## src/rtl/pc_seq_pkg.sv

```systemverilog
// Shared types and constants for the program-counter sequencer.
// Holds the state encoding, default PC vectors and the timeout-timer width.
package pc_seq_pkg;

    typedef enum logic [1:0] {
        IDLE  = 2'd0,
        FETCH = 2'd1,
        EXEC  = 2'd2,
        HALT  = 2'd3
    } seq_state_t;

    localparam logic [31:0] DEF_RESET_PC = 32'h0000_3000;
    localparam logic [31:0] DEF_TRAP_PC  = 32'h0000_4180;

    // Wide enough for TIMEOUT-1 at the largest legal TIMEOUT (65535)
    localparam int TIMER_W = 16;

    function automatic logic pc_misaligned(input logic [31:0] addr);
        return |addr[1:0];
    endfunction

endpackage

```

## src/rtl/pc_sequencer_fetch_timer.sv

```systemverilog
// Loadable up-counter with clear/enable and a terminal-count flag
// at TIMEOUT-1; bounds how long a fetch may wait for imem_ack.
module fetch_timer
    import pc_seq_pkg::*;
#(
    parameter int TIMEOUT = 16
) (
    input  logic               clk,
    input  logic               rst,
    input  logic               clr,
    input  logic               en,
    input  logic               load,
    input  logic [TIMER_W-1:0] load_val,
    output logic               tc
);

    localparam logic [TIMER_W-1:0] TC_VAL = TIMER_W'(TIMEOUT - 1);

    logic [TIMER_W-1:0] count;

    always_ff @(posedge clk) begin
        if (rst || clr) begin
            count <= '0;
        end else if (load) begin
            count <= load_val;
        end else if (en) begin
            count <= count + 1'b1;
        end
    end

    assign tc = (count == TC_VAL);

endmodule

```

## src/rtl/pc_sequencer.sv

```systemverilog
// Multi-cycle fetch/execute sequencer owning the core's program counter.
// Optional misaligned-target trap redirect: define PC_SEQ_TRAP_EN.
module pc_sequencer
    import pc_seq_pkg::*;
#(
    parameter logic [31:0] RESET_PC = DEF_RESET_PC,
    parameter logic [31:0] TRAP_PC  = DEF_TRAP_PC,
    parameter int          TIMEOUT  = 16
) (
    input  logic        clk,
    input  logic        rst,
    input  logic        start,
    output logic        imem_req,
    output logic [31:0] imem_addr,
    input  logic        imem_ack,
    input  logic [31:0] imem_rdata,
    output logic [31:0] ir,
    output logic        ir_valid,
    output logic [31:0] pc,
    input  logic [31:0] next_pc,
    input  logic        exec_done,
    input  logic        halt,
    output logic        running,
    output logic        halted,
    output logic        bus_err,
    output logic        trap,
    output logic [31:0] retired
);

    seq_state_t  state_q;
    seq_state_t  state_d;
    logic [31:0] pc_q;
    logic [31:0] ir_q;
    logic        ir_valid_q;
    logic        bus_err_q;
    logic        trap_q;
    logic [31:0] retired_q;

    logic        fetch_ok;
    logic        fetch_to;
    logic        exec_fire;
    logic        tmr_clr;
    logic        tmr_en;
    logic        tmr_tc;
    logic [31:0] pc_load;
    logic        trap_set;

    // Timer runs only while waiting in FETCH; an ack restarts it
    assign tmr_clr = (state_q != FETCH) || imem_ack;
    assign tmr_en  = (state_q == FETCH);

    fetch_timer #(
        .TIMEOUT (TIMEOUT)
    ) u_fetch_timer (
        .clk      (clk),
        .rst      (rst),
        .clr      (tmr_clr),
        .en       (tmr_en),
        .load     (1'b0),
        .load_val ('0),
        .tc       (tmr_tc)
    );

`ifdef PC_SEQ_TRAP_EN
    assign trap_set = pc_misaligned(next_pc);
    assign pc_load  = trap_set ? TRAP_PC : next_pc;
`else
    logic unused_trap_cfg;
    assign unused_trap_cfg = ^{TRAP_PC, next_pc[1:0]};
    assign trap_set = 1'b0;
    assign pc_load  = {next_pc[31:2], 2'b00};
`endif

    always_comb begin
        state_d   = state_q;
        fetch_ok  = 1'b0;
        fetch_to  = 1'b0;
        exec_fire = 1'b0;
        unique case (state_q)
            IDLE: begin
                if (start) begin
                    state_d = FETCH;
                end
            end
            FETCH: begin
                // A late ack beats a coincident timeout
                if (imem_ack) begin
                    fetch_ok = 1'b1;
                    state_d  = EXEC;
                end else if (tmr_tc) begin
                    fetch_to = 1'b1;
                    state_d  = HALT;
                end
            end
            EXEC: begin
                if (exec_done) begin
                    exec_fire = 1'b1;
                    state_d   = halt ? HALT : FETCH;
                end
            end
            HALT: begin
                state_d = HALT;
            end
            default: begin
                state_d = IDLE;
            end
        endcase
    end

    always_ff @(posedge clk) begin
        if (rst) begin
            state_q    <= IDLE;
            pc_q       <= RESET_PC;
            ir_q       <= '0;
            ir_valid_q <= 1'b0;
            bus_err_q  <= 1'b0;
            trap_q     <= 1'b0;
            retired_q  <= '0;
        end else begin
            state_q    <= state_d;
            ir_valid_q <= fetch_ok;
            trap_q     <= exec_fire && trap_set;
            if (fetch_ok) begin
                ir_q <= imem_rdata;
            end
            if (fetch_to) begin
                bus_err_q <= 1'b1;
            end
            if (exec_fire) begin
                pc_q      <= pc_load;
                retired_q <= retired_q + 32'd1;
            end
        end
    end

    assign imem_req  = (state_q == FETCH);
    assign imem_addr = pc_q;
    assign pc        = pc_q;
    assign ir        = ir_q;
    assign ir_valid  = ir_valid_q;
    assign running   = (state_q == FETCH) || (state_q == EXEC);
    assign halted    = (state_q == HALT);
    assign bus_err   = bus_err_q;
    assign trap      = trap_q;
    assign retired   = retired_q;

endmodule

```

## config.mk

```make
export PLATFORM = sky130hd
export DESIGN_NAME = pc_sequencer
export DESIGN_NICKNAME = d
export VERILOG_FILES = /design/src/rtl/pc_seq_pkg.sv /design/src/rtl/pc_sequencer_fetch_timer.sv /design/src/rtl/pc_sequencer.sv
export SDC_FILE = /design/constraint.sdc
export NUM_CORES = 1
export LEC_CHECK = 0
export BUFFER_PORTS_ARGS = -buffer_cell sky130_fd_sc_hd__buf_2
export CORE_MARGIN = 1.5
export CORE_UTILIZATION = 28
export CTS_CLUSTER_SIZE = 30
export DETAILED_ROUTE_END_ITERATION = 8
export GPL_ROUTABILITY_DRIVEN = 0
export PLACE_DENSITY = 0.58
export SYNTH_ARGS = -nofsm -noshare
export SYNTH_HDL_FRONTEND = slang
export SYNTH_SLANG_ARGS = --single-unit
```

## constraint.sdc

```tcl
create_clock -name clk -period 4.55 [get_ports clk]
set_input_delay 0.91 -clock clk [delete_from_list [all_inputs] [get_ports clk]]
set_output_delay 0.91 -clock clk [all_outputs]
set_load 0.1 [all_outputs]
```

==> summary by stage <==
Run status
The flow ran to the end, and the final reports show no timing, DRC or antenna violations.

Clock tree
In this run the post-CTS setup repair buffer count came out at 0. The clock edge transition at the registers on the reported setup and hold paths is 0.05 ns. The CTS root buffer is sky130_fd_sc_hd__clkbuf_16. The number of sinks on the clock net is roughly 110. The number of H-tree levels is 4. The number of clock buffers added by TritonCTS is 17.

The number of gates resized after CTS is 0. The later-pin clock latency in the skew report is 0.41 ns. Hold repair after CTS inserted 0 buffers.

The number of buffers on the longest clock path is 2. TritonCTS built the clock tree.

Floorplan
In this run the standard cell core region covers between 0.015 and 0.02 sq mm. Measured along the y axis, the die boundary spans about 130 um. The starting utilization of the core area is about 29%. The horizontal extent of the die is 134.6 um. For this design the top-level I/O count stands at between 200 and 250. The count of standard-cell rows is between 40 and 50.

The area of the die is ~0.018 sq mm.

Worst setup path
STA puts the critical path data required time at approximately 5 ns. The number of buffers and inverters on the critical path is 2. In this design, the stage delay of the slowest critical-path cell is approximately 0.7 ns. The worst path arrival time is about 3.2 ns. The slowest library cell on the worst path is sky130_fd_sc_hd__or4_1. STA classifies the critical path endpoint as a flip-flop. The critical path class is flip-flop to flip-flop. The family with the most delay on the worst path is simple AND/OR/NAND/NOR gates. The critical-path maximum fanout is 38. The signal on the critical path passes through inv_1 -> ha_1 -> and2_1 -> buf_4 -> nand4_1 -> or4_1 -> a21oi_1. The register-to-register setup slack is between 1.5 and 2 ns. The worst setup path is launched from a flip-flop.

Drt
In the routed design, unresolved DRC markers number 0. The initial DRC count is ~170. The mean number of vias per cell is 4.518. The detail-routed net length per standard cell is 12.53 um.

The first detailed-routing pass took 4 iterations. The routed layout has 4446 vias. The count of antenna-violating nets left after detailed routing is 0. The routed wire length is between 10000 and 15000 um.

Logic synthesis
The synthesized netlist occupies a cell area of ~0.0048 sq mm. Synthesis inferred 114 register bits. The number of enable flip-flop cells after synthesis is 0.

The share of async-settable or async-resettable flops after synthesis is 0%. The dominant combinational cell family by area after synthesis is simple AND/OR/NAND/NOR gates. For this run, the number of Yosys warnings is 0. The cell count after synthesis came out at 598. Dividing the synthesized area by the synthesized cell count gives just over 8 sq um. The synthesized netlist contains 39 unique library cells. The top flip-flop cell by instance count after synthesis is sky130_fd_sc_hd__dfxtp_1. The share of synthesized area occupied by flip-flops and latches is a little under half. Of the total synthesized cell area, the portion taken by full adders, half adders and majority gates is around 1.5%. Summing the areas of all xor and xnor instances in the mapped netlist gives roughly 3.3% of the synthesized area. After Yosys synthesis, and, or, nand and nor cells account for about a quarter of the synthesized area. The multiplexer fraction of the synthesized cell area is under 10%. Summing the areas of all compound-gate instances in the mapped netlist gives 11.92% of the synthesized area.

Finish
The final antenna diode count is 0. The layout filler cell count is around 1800. The area growth from synthesis to final layout is 29.75%.

Leaving out filler cells and counting taps, the final layout contains 984. In the layout the commonest cells are sky130_fd_sc_hd__buf_2 (195), sky130_fd_sc_hd__nand2_1 (143), sky130_fd_sc_hd__dfxtp_1 (114). The final layout net count is about 830. The most common cell after layout, fill and taps aside is sky130_fd_sc_hd__buf_2. The core occupancy in the finished layout is 37.54%. Cells with a size suffix above 1 make up between 30% and 40% of the layout.

Timing
Setup repair after global routing left no endpoint under its margin. The worst clock skew is 0.008865 ns. Adding up every negative setup slack in the final design gives 0 ns. Measured against its own limit, the worst slew margin works out to between 20% and 30%.

For the pin with the worst max-slew slack, the measured transition is ~1.1 ns. The worst hold margin is about 0.45 ns. The count of pins over their slew limit is 0.

The post-layout worst setup margin is about 1.7 ns. The total count of hold-check failures in the final report came to 0. The portion of the clock cycle consumed by the worst path in the final layout is between 60% and 70%.

The post-layout minimum cycle time is roughly 2.8 ns. Setup violations remaining at the end of the flow were counted as 0. The fmax is roughly 350 MHz.

Global routing
The pin count of the biggest net entering global routing is 71. The overall fraction of global-route tracks in use is around 14%. Global routing finished with a remaining overflow of 0. The first global-routing pass estimated between 15000 and 20000 um of wire. The number of global-route vias before repair is 4066.

The number of antenna violations at the first check in global routing is 0.

Hold path
The worst hold-check path type is flip-flop to flip-flop.

Run
The number of max-capacitance violations reported is 0.

Pwr
Across the VDD grid, the largest voltage drop is ~400 uV. The total power divided by cell area is about 540 mW/mm^2. The reported leakage power is around 0.0027 uW.

Placed design
The wire-length estimate of the detail-placed layout is about 8500 um. The number of input and output port buffers inserted is slightly below 200. The cell total after placement is around 950. OpenSTA, run right after detailed placement, puts the worst setup slack at between 1 and 1.5 ns.
-- cell usage after synthesis (2+ instances only) --
master / number / area [sq um]
sky130_fd_sc_hd__nand2_1: 143 / 536.8
sky130_fd_sc_hd__dfxtp_1: 114 / 2282
sky130_fd_sc_hd__a21oi_1: 82 / 410.4
sky130_fd_sc_hd__buf_4: 36 / 270.3
sky130_fd_sc_hd__nor2_1: 30 / 112.6
sky130_fd_sc_hd__clkbuf_1: 27 / 101.4
sky130_fd_sc_hd__o21ai_0: 15 / 75.07
sky130_fd_sc_hd__or3_1: 15 / 93.84
sky130_fd_sc_hd__nand4_1: 14 / 87.58
sky130_fd_sc_hd__nand3_1: 13 / 65.06
sky130_fd_sc_hd__xor2_1: 12 / 105.1
sky130_fd_sc_hd__inv_1: 11 / 41.29
sky130_fd_sc_hd__nor3_1: 9 / 45.04
sky130_fd_sc_hd__and4_1: 8 / 70.07
sky130_fd_sc_hd__mux2_2: 7 / 78.83
sky130_fd_sc_hd__ha_1: 6 / 75.07
sky130_fd_sc_hd__nor2b_1: 6 / 37.54
sky130_fd_sc_hd__o31ai_1: 6 / 45.04
sky130_fd_sc_hd__or4_1: 6 / 45.04
sky130_fd_sc_hd__xnor2_1: 6 / 52.55
sky130_fd_sc_hd__and3_1: 4 / 25.02
sky130_fd_sc_hd__buf_2: 4 / 20.02
sky130_fd_sc_hd__nor4_1: 4 / 25.02
sky130_fd_sc_hd__and2_1: 3 / 18.77
sky130_fd_sc_hd__nand3b_1: 2 / 15.01
sky130_fd_sc_hd__or2_2: 2 / 12.51
-- registers in the layout, indices dropped and copies added, names as in the netlist --
register	count
u_fetch_timer.count	16
retired	32
imem_addr	30
ir	32
bus_err	1
ir_valid	1
state_q	2
-- final cells by class --
class / count / area [sq um] / area share (%)
Inverter: 11 / 41.29 / 0.6563
Tap cell: 220 / 275.3 / 4.375
Multi-Input combinational cell: 408 / 2133 / 33.91
Clock buffer: 27 / 503.0 / 7.995
Sequential cell: 114 / 2282 / 36.28
Timing Repair Buffer: 199 / 1006 / 15.99
Clock inverter: 5 / 50.05 / 0.7955
-- metal layers --
layer / track usage [%] / part of all wire, % / vias up
met1: 16.34 / 45 / 2016
met5: 0 / 0 / -
met3: 5.105 / 6.8 / 12
met2: 22.45 / 47 / 132
met4: 5.436 / 1.3 / 0
li1: - / - / 2286
-- cell families after synthesis --
logic type      count (synthesis)
simple gates                  263
flops                         114
compound gates                109
buf+inv                        80
xor+xnor                       18
mux                             7
fa+ha+maj                       6
other cells                     1
-- final timing paths --
check / cells after the start / start / to
worst max-delay path: 7 / state_q[0]$_SDFFE_PP0P_ / retired[29]$_SDFFE_PP0P_
worst min register to register: 2 / ir[26]$_SDFFE_PP0P_ / ir[26]$_SDFFE_PP0P_
worst max register to register: 7 / state_q[0]$_SDFFE_PP0P_ / retired[29]$_SDFFE_PP0P_
worst min-delay path: 2 / ir[26]$_SDFFE_PP0P_ / ir[26]$_SDFFE_PP0P_
-- power by group --
part           switching, uW  leakage [uW]  internal, uW
Combinational            891       0.00152           156
Sequential              40.1      0.000921          1070
Clock                    435      0.000275           804
-- worst register-to-register path, cell delays in order, from the launching register on --
cell	delay [ns]
sky130_fd_sc_hd__dfxtp_1	0.32
sky130_fd_sc_hd__inv_1	0.11
sky130_fd_sc_hd__ha_1	0.28
sky130_fd_sc_hd__and2_1	0.16
sky130_fd_sc_hd__buf_4	0.37
sky130_fd_sc_hd__nand4_1	0.66
sky130_fd_sc_hd__or4_1	0.69
sky130_fd_sc_hd__a21oi_1	0.16
-- through the flow --
stage          total power (uW)  area, sq um
2_1_floorplan              2047         4863
3_3_place_gp               2182         5738
3_5_place_dp               2184         5738
4_1_cts                    3452         6291
5_1_grt                    3553         6291
6_report                   3395         6291
Note: power is estimated with default switching activity, not from simulation.
